--- src/rtl/result_checker_pkg.sv ---
// Shared definitions for result_checker: FSM encoding, datapath widths,
// default timeout length and the odd-parity helper.
package result_checker_pkg;

    localparam int DATA_W  = 16;
    localparam int POP_W   = 6;
    localparam int SHREG_W = 2 * DATA_W;
    localparam int CNT_W   = 5;
    localparam int TO_W    = 24;

    localparam logic [TO_W-1:0] TIMEOUT_DEFAULT = 24'd10_000_000;

    typedef enum logic [2:0] {
        S_IDLE  = 3'd0,
        S_ARMED = 3'd1,
        S_SHIFT = 3'd2,
        S_HOLD  = 3'd3,
        S_TOUT  = 3'd4
    } state_t;

    // Odd parity over a population count: pop + parity is always odd.
    function automatic logic odd_parity(input logic [POP_W-1:0] p);
        return ~p[0];
    endfunction

endpackage

--- src/rtl/result_checker_serial_pop_count.sv ---
// serial_pop_count: bit-serial population count over a 32-bit word.
// Handshake: load (one cycle) starts a run and raises busy; busy stays high
// for exactly 32 shift cycles; finish is high during the last of them.
// clear aborts a run and zeroes the accumulator.
module serial_pop_count
    import result_checker_pkg::*;
(
    input  logic               clk,
    input  logic               rst,
    input  logic               load,
    input  logic               clear,
    input  logic [SHREG_W-1:0] din,
    output logic               busy,
    output logic               finish,
    output logic [POP_W-1:0]   pop
);

    logic [SHREG_W-1:0] shreg;
    logic [CNT_W-1:0]   cnt;

    // Shift the MSB out each busy cycle and accumulate it into pop.
    always_ff @(posedge clk or negedge rst) begin
        if (!rst) begin
            shreg <= '0;
            cnt   <= '0;
            pop   <= '0;
            busy  <= 1'b0;
        end else if (clear) begin
            shreg <= '0;
            cnt   <= '0;
            pop   <= '0;
            busy  <= 1'b0;
        end else if (load) begin
            shreg <= din;
            cnt   <= '0;
            pop   <= '0;
            busy  <= 1'b1;
        end else if (busy) begin
            pop   <= pop + {{(POP_W-1){1'b0}}, shreg[SHREG_W-1]};
            shreg <= shreg << 1;
            cnt   <= cnt + 5'd1;
            if (cnt == 5'd31) begin
                busy <= 1'b0;
            end
        end
    end

    // Last shift cycle: the accumulator is complete after this edge.
    always_comb begin
        finish = busy && (cnt == 5'd31);
    end

endmodule

--- config.mk ---
export PLATFORM = sky130hd
export DESIGN_NAME = serial_pop_count
export DESIGN_NICKNAME = d
export VERILOG_FILES = /design/src/rtl/result_checker_pkg.sv /design/src/rtl/result_checker_serial_pop_count.sv
export SDC_FILE = /design/constraint.sdc
export NUM_CORES = 1
export LEC_CHECK = 0
export BUFFER_PORTS_ARGS = -buffer_cell sky130_fd_sc_hd__buf_2
export CAP_MARGIN = 5
export CORE_MARGIN = 1.5
export CORE_UTILIZATION = 35
export CTS_BUF_LIST = sky130_fd_sc_hd__clkbuf_16
export CTS_CLUSTER_DIAMETER = 100
export DETAILED_ROUTE_END_ITERATION = 8
export PLACE_DENSITY_LB_ADDON = 0.3
export SLEW_MARGIN = 10
export SYNTH_ARGS = -nofsm -noshare
export SYNTH_HDL_FRONTEND = slang
export SYNTH_SLANG_ARGS = --single-unit
--- constraint.sdc ---
create_clock -name clk -period 2.9 [get_ports clk]
set_input_delay 0.58 -clock clk [delete_from_list [all_inputs] [get_ports clk]]
set_output_delay 0.58 -clock clk [all_outputs]
set_load 0.03 [all_outputs]
After elaboration in Yosys (flattened, before gate mapping). Index checks and enable logic that the tools add are counted.

Bits in registers: 44. Bits of input ports: 36. Output and inout bits: 8. Logic and storage cells: 22.

Multiplexer cells: 13. Reductions and logical operators: 2. Equality and inequality tests: 1. Add/sub/neg operators: 2.

Operators with widths (number): $mux W32 (3); $mux W6 (3); $mux W5 (3); $add A6 B1 Y6 (1); $add A5 B1 Y5 const B (1); $eq A5 B5 Y1 const B (1); $mux W1 (4); $reduce_bool A3 Y1 (1); $logic_and A1 B1 Y1 (1).

Logic depth before layout (Yosys ltp). Gate-level depths: netlist of the first run.

Depth in word-level cells: 5. Gate-level depth with buffers: 6. Mapped depth without buffers: 6.

Least setup slack after synthesis of the first run. OpenSTA, ideal clock, no wires.

Path kind: register to output. Start point: register busy. End point: output port finish. Buffers on the path: 3. Slack: 1.031 ns. Arrival: 1.289 ns. Data required time: 2.320 ns. Stages on the path, launching flop included: 5. Cell sequence: dfrtp_1 -> buf_6 -> clkbuf_8 -> buf_6 -> and2_1.

Word-level cells in the longest chain between the ends: 1.

Ends and longest elaborated chain: from (decl) (line result_checker_serial_pop_count.sv:13) `output logic busy,`; from (signal assigned) (line result_checker_serial_pop_count.sv:27) `busy <= 1'b0;`; from (signal assigned) (line result_checker_serial_pop_count.sv:32) `busy <= 1'b0;`; from (signal assigned) (line result_checker_serial_pop_count.sv:37) `busy <= 1'b1;`; $logic_and A1 B1 Y1 (line result_checker_serial_pop_count.sv:50) `finish = busy && (cnt == 5'd31);`; to (decl) (line result_checker_serial_pop_count.sv:14) `output logic finish,`.

No other way between the ends.

Worst setup path after layout of the first run.
Start point: register cnt[0]. End point: output port finish.

Word-level cells in the longest chain between the ends: 2.

Ends and longest elaborated chain: from (decl) (line result_checker_serial_pop_count.sv:19) `logic [CNT_W-1:0] cnt;`; from (signal assigned) (line result_checker_serial_pop_count.sv:41) `cnt <= cnt + 5'd1;`; $eq A5 B5 Y1 (line result_checker_serial_pop_count.sv:50); $logic_and A1 B1 Y1 (line result_checker_serial_pop_count.sv:50).

No other way between the ends.

==> results of run 1 <==
kinds of logic after synthesis:
logic type	Yosys count	synth area share
mux	66	0.308
simple gates	54	0.105
flops	44	0.485
buf+inv	15	0.0485
xor+xnor	6	0.0231
compound gates	4	0.00881
fa+ha+maj	4	0.0220
where the power goes:
part,total (mW),switching (mW),internal (mW)
clock,0.620,0.218,0.401
combinational,0.163,0.0746,0.0882
sequential,0.668,0.0247,0.644
worst paths after layout:
path	start	endpoint	slack (ns)	depth (start not counted)
max in group asynchronous	rst	shreg[12]$_DFFE_PN0P_	2.12	2
setup reg to reg	busy$_DFF_PN0_	shreg[22]$_DFFE_PN0P_	1.07	4
min in group clk	cnt[3]$_DFFE_PN0P_	cnt[3]$_DFFE_PN0P_	0.53	2
hold reg to reg	cnt[3]$_DFFE_PN0P_	cnt[3]$_DFFE_PN0P_	0.53	2
hold / removal	rst	shreg[1]$_DFFE_PN0P_	0.21	1
setup / recovery	cnt[0]$_DFFE_PN0P_	finish	0.74	5
sequential cells by signal, summed over array words and instances, names as in the netlist:
register / flops
pop: 6
shreg: 32
cnt: 5
busy: 1
metrics by stage:
stage	power (mW)	setup slack [ns]	area (µm²)	utilization
finish	1.45	0.739	2680	0.424
global route	1.52	0.690	2680	0.424
CTS	1.48	0.728	2680	0.424
detailed placement	0.847	0.985	2520	0.399
global placement	0.845	1.03	2520	0.399
floorplan	0.795	1.03	2270	-
final cells by class:
cell class              count  area [µm²]  area share
clock buffers               5         125      0.0467
clock inverters             3        38.8      0.0145
inverters                   1        3.75     0.00140
multi-input cells         134        1060       0.396
flip-flops and latches     44        1100       0.411
well taps                  77        96.3      0.0359
repair buffers             48         253      0.0943
metal layers:
layer,track usage,vias up
met2,0.205,27
met4,0.0492,0
met3,0.0287,4
met1,0.163,682
met5,0,-
li1,-,739
cell usage in the layout, fill, tap and decap left out:
master / n
dfrtp_1: 43
inv_1: 2
mux2i_1: 35
xor2_1: 5
o21ai_0: 1
or3_1: 1
nand2_1: 3
nand4_4: 1
or2_2: 1
nand4_1: 2
and3_1: 1
clkinv_2: 1
bufinv_16: 1
mux2_2: 31
a21oi_1: 3
ha_1: 4
nor2_1: 43
buf_2: 43
buf_4: 5
xnor2_1: 1
dfrtp_2: 1
clkbuf_16: 5
nor3b_1: 1
and2_1: 1
==> reports/results.ini, run 1 <==
[critical_path]
cpPeakStageDelay_ns = 0.41
criticalPathCategory = reg2out
required_ns = 2.32
startpoint_type = flip-flop
critPathBufInv = 1
crit_top_cell = ha_1
path_max_fanout = 3
crit_family = adder cells
end_kind = output port
cpMaxStageDelayCell = dfrtp_1
path_cells = ha_1, and3_1, ha_1, and2_1, buf_2
worstPathArrival_ns = 1.58

[final_layout]
n_antenna_cell = 0
nFillCells = 628
drive_gt1_frac = 0.379
fin_nets = 274
syn_to_final_growth_pct = 18.0
final_cells = 312

[clock_network]
insertion_delay_ns = 0.28
clock_path_buffers = 2
cts_tree = built
cts-buffers-inserted = 5
cts_resized = 0
h-tree-depth = 2
cts_setup_buffers = 0
clockRootBuffer = clkbuf_16
postCtsHoldBufs = 0
clock-sinks = 44
clk_pin_slew_ns = 0.06

[detailed_routing]
first_pass_iters = 4
via_per_inst = 4.65
drcViolationCount = 0
top_layer = met4
wl_met2_mm = 1.93
vias = 1452
totalWireLength_mm = 4.08
dr_wl_met3_um = 175
dr.first_iter.drc_count = 73
wire_per_inst_um = 13.1
wl_met1_mm = 1.93
ant_nets = 0

[synth]
ys_seq_area_frac = 0.485
yosys_warnings = 0
synth_top_area_share = 0.485
synth_edf_count = 0
synth_cell_type_count = 23
ys_async_sr_fraction = 1.00
post_synth.cell_area_avg_um2 = 11.8
yosysTopAreaCell = dfrtp_1
netlist_area_mm2 = 0.00227
synthCells = 193
synth_seq_cells = 44
synth_commonest_cells = dfrtp_1, nor2_1, mux2i_1
yosys-top-cells-area = dfrtp_1, mux2i_1, mux2_2
ys.flop_type = dfrtp_1
synthesis.nets = 233
yosysMostFrequentCell = dfrtp_1

[placement]
hpwl_mm = 2.83
io_buffers = 43
gp_congestion = 0.745
dp_cells = 304

[outcome]
status = complete, no violations

[floorplanning]
initial_core_util = 0.360
dieHeight_um = 83.6
rows = 29
coreArea_mm2 = 0.00631
io_pins = 44
die_x_um = 83.6
die-area_mm2 = 0.00698

[hold_path]
hold_path.class = in2async

[timing]
rsz0062_at_grt = no
hold_viol = 0
setup_tns_ns = 0
final_max_slew_viol_count = 0
whs_ns = 0.210
period_share = 0.745
relSlewSlack = 0.556
clock_skew_ns = 0.00410
worstMarginPinSlew_ns = 0.666
setup_viol = 0
period_needed_ns = 2.16
timing.fmax_mhz = 463

[power]
p_leak_nw = 1.40
power.density_mw_per_mm2 = 541
max-vdd-ir-drop_v = 0.000235

[flow_run]
cap_violations = 0

[grt]
grt_max_degree = 32
grt_pass1_vias = 1521
antenna_found_initial = 0
grt_usage = 0.126
grt_pass1_wl_mm = 7.16
grt.overflow.total = 0

(Power assumes the default switching activity.)
==> inputs of run 2 (changes only) <==
- ABC_AREA: not set -> 1
- clock period: 2.9 -> 2.01 ns (I/O delays scaled with it)
==> reports/results.ini, run 2 <==
[hold_path]
hold_path.class = in2async

[power]
power.total_mw = 2.12  ; +46%
max-vdd-ir-drop_v = 0.000347  ; +48%
p_leak_nw = 1.47  ; +5.2%
power.density_mw_per_mm2 = 783  ; +45%

[floorplanning]
rows = 29  ; unchanged
die_x_um = 83.4  ; -0.19%
coreArea_mm2 = 0.00631  ; unchanged
initial_core_util = 0.359  ; -0.00139
die-area_mm2 = 0.00696  ; -0.37%
io_pins = 44  ; unchanged
dieHeight_um = 83.4  ; -0.19%

[final_layout]
syn_to_final_growth_pct = 19.7
final_util = 0.429  ; +0.00476
n_antenna_cell = 0  ; unchanged
layout_common_cells = nand2_1, o21ai_0, dfrtp_1
fin_nets = 362  ; +32%
largest_reg_flops = 32  ; unchanged
largest_register = shreg
final_cells = 400  ; +28%
top_regs = shreg (32), pop (6), cnt (5)
mostFrequentLayoutCell = nand2_1
drive_gt1_frac = 0.223  ; -0.156

[detailed_routing]
drcViolationCount = 0  ; unchanged
first_pass_iters = 4  ; unchanged
ant_nets = 0  ; unchanged
totalWireLength_mm = 4.77  ; +17%
dr.first_iter.drc_count = 124  ; +70%
vias = 1934  ; +33%
wire_per_inst_um = 11.9  ; -8.8%
via_per_inst = 4.84  ; +3.9%

[placement]
hpwl_mm = 3.30  ; +17%
dp_cells = 390  ; +28%
io_buffers = 43  ; unchanged
gp_congestion = 0.827  ; +11%

[synth]
ys_seq_area_frac = 0.486  ; +0.00188
synth_top_area_share = 0.486  ; +0.00188
post_synth.cell_area_avg_um2 = 8.11  ; -31%
synth_compound_area_frac = 0.166  ; +0.157
synthMuxAreaShare = 0  ; -0.308
synth_commonest_cells = nand2_1, o21ai_0, dfrtp_1
synth_seq_cells = 44  ; unchanged
yosys.area_share.simple = 0.192  ; +0.0866
synth_edf_count = 0  ; unchanged
ys.flop_type = dfrtp_1
yosysTopAreaCell = dfrtp_1
yosys_warnings = 0  ; unchanged
netlist_area_mm2 = 0.00226  ; -0.39%
synth_top_family_by_area = simple AND/OR/NAND/NOR gates
ys_async_sr_fraction = 1.00  ; unchanged
yosysMostFrequentCell = nand2_1
synthesis.nets = 319  ; +37%
synth_fa_ha_area_frac = 0.0221  ; +0.0000852
synth_cell_type_count = 27  ; +17%
yosys-top-cells-area = dfrtp_1, o21ai_0, nand2_1
synth_xor_xnor_area_share = 0.00387  ; -0.0193
synthCells = 279  ; +45%

[clock_network]
clockRootBuffer = clkbuf_16
clock-sinks = 44  ; unchanged
insertion_delay_ns = 0.28  ; about the same
cts_tree = built
h-tree-depth = 2  ; unchanged
clock_path_buffers = 2  ; unchanged
postCtsHoldBufs = 0  ; unchanged
clk_pin_slew_ns = 0.06  ; about the same
cts-buffers-inserted = 5  ; unchanged

[critical_path]
required_ns = 1.61  ; -0.71 ns
criticalPathCategory = reg2out
worstPathArrival_ns = 1.47  ; -0.11 ns
worstReg2RegStart = busy$_DFF_PN0_
reg2reg_slack_ns = 0.51  ; -0.56 ns
startpoint_type = flip-flop
path_max_fanout = 3  ; unchanged
r2r_cells = 4  ; unchanged
r2r_end = shreg[7]$_DFFE_PN0P_
end_kind = output port

[grt]
grt_max_degree = 39  ; +22%
grt_usage = 0.151  ; +0.0250
antenna_found_initial = 0  ; unchanged
grt_pass1_wl_mm = 8.60  ; +20%
grt_pass1_vias = 1884  ; +24%
grt.overflow.total = 0  ; unchanged

[timing]
period_share = 0.933
whs_ns = 0.0847  ; -0.125 ns
setup_tns_ns = 0  ; unchanged
clock_skew_ns = 0.00173  ; -0.00237 ns
worstMarginPinSlew_ns = 0.507  ; -0.160 ns
rsz0062_at_grt = no
hold_viol = 0  ; unchanged
setup_viol = 0  ; unchanged
timing.fmax_mhz = 533
final_max_slew_viol_count = 0  ; unchanged
period_needed_ns = 1.88
relSlewSlack = 0.662  ; +0.106

[outcome]
status = complete, no violations

[flow_run]
cap_violations = 0  ; unchanged

-- run 2: cell types whose count changed after synthesis, moves of 5 or more --
cell	before	now
xor2_1	5	0
o21ai_0	1	47
o21ai_1	0	9
nand3_1	0	27
nor2_1	43	10
buf_2	4	10
o22ai_1	0	6
nand2_1	3	49
mux2_2	31	0
mux2i_1	35	0
inv_1	1	43
-- run 2: kinds of logic (layout without fill, tap and decap cells) --
| kind of cell | Yosys count | count (layout) |
|---|---|---|
| simple gates | 96 | 96 |
| xor+xnor | 1 | 1 |
| compound gates | 72 | 72 |
| buf+inv | 62 | 106 |
| fa+ha+maj | 4 | 4 |
| flops | 44 | 44 |
-- run 2: metal layers --
layer,track usage,routed length [µm]
met5,0,0
met4,0.0656,97
met3,0.0288,146
met2,0.233,2160
met1,0.207,2370
-- run 2: what timing repair did --
action | 4_1_cts | 5_1_grt
gates resized for setup | 0 | 7
setup endpoints to repair | 0 | 1
setup buffers | 0 | 2
-- run 2: critical path: stages, from the launching register on --
cell and delay (ns):
dfrtp_1 0.38, ha_2 0.19, inv_1 0.06, nor3_2 0.11
ha_2 0.19, nand2_1 0.07, inv_2 0.07, buf_6 0.12
-- run 2: metrics by stage --
stage               instance area [µm²]  setup WS [ns]
finish                             2710          0.135
global route                       2710         0.0419
CTS                                2680         0.0100
detailed placement                 2510          0.321
global placement                   2510          0.367
floorplan                          2260          0.458
-- run 2: worst max-delay path by stage --
stage	startpoint	to	slack (ns)	depth (start not counted)
2_1_floorplan	cnt[0]$_DFFE_PN0P_	finish	0.46	6
3_3_place_gp	cnt[0]$_DFFE_PN0P_	finish	0.37	7
3_5_place_dp	cnt[0]$_DFFE_PN0P_	finish	0.32	7
4_1_cts	cnt[0]$_DFFE_PN0P_	finish	0.01	7
5_1_grt	cnt[0]$_DFFE_PN0P_	finish	0.04	7
6_report	cnt[0]$_DFFE_PN0P_	finish	0.13	7
-- run 2: final cells by class --
cell class,count,area (µm²)
flip-flops and latches,44,1100
repair buffers,52,289
clock buffers,5,125
fillers,631,3600
well taps,77,96.3
clock inverters,3,42.5
multi-input cells,173,878
inverters,46,178
-- run 2: power by group --
| group | total, mW | switching (mW) | internal (mW) |
|---|---|---|---|
| clock network | 0.914 | 0.330 | 0.584 |
| logic | 0.235 | 0.148 | 0.0879 |
| registers | 0.973 | 0.0301 | 0.943 |
| total | 2.12 | 0.508 | 1.61 |
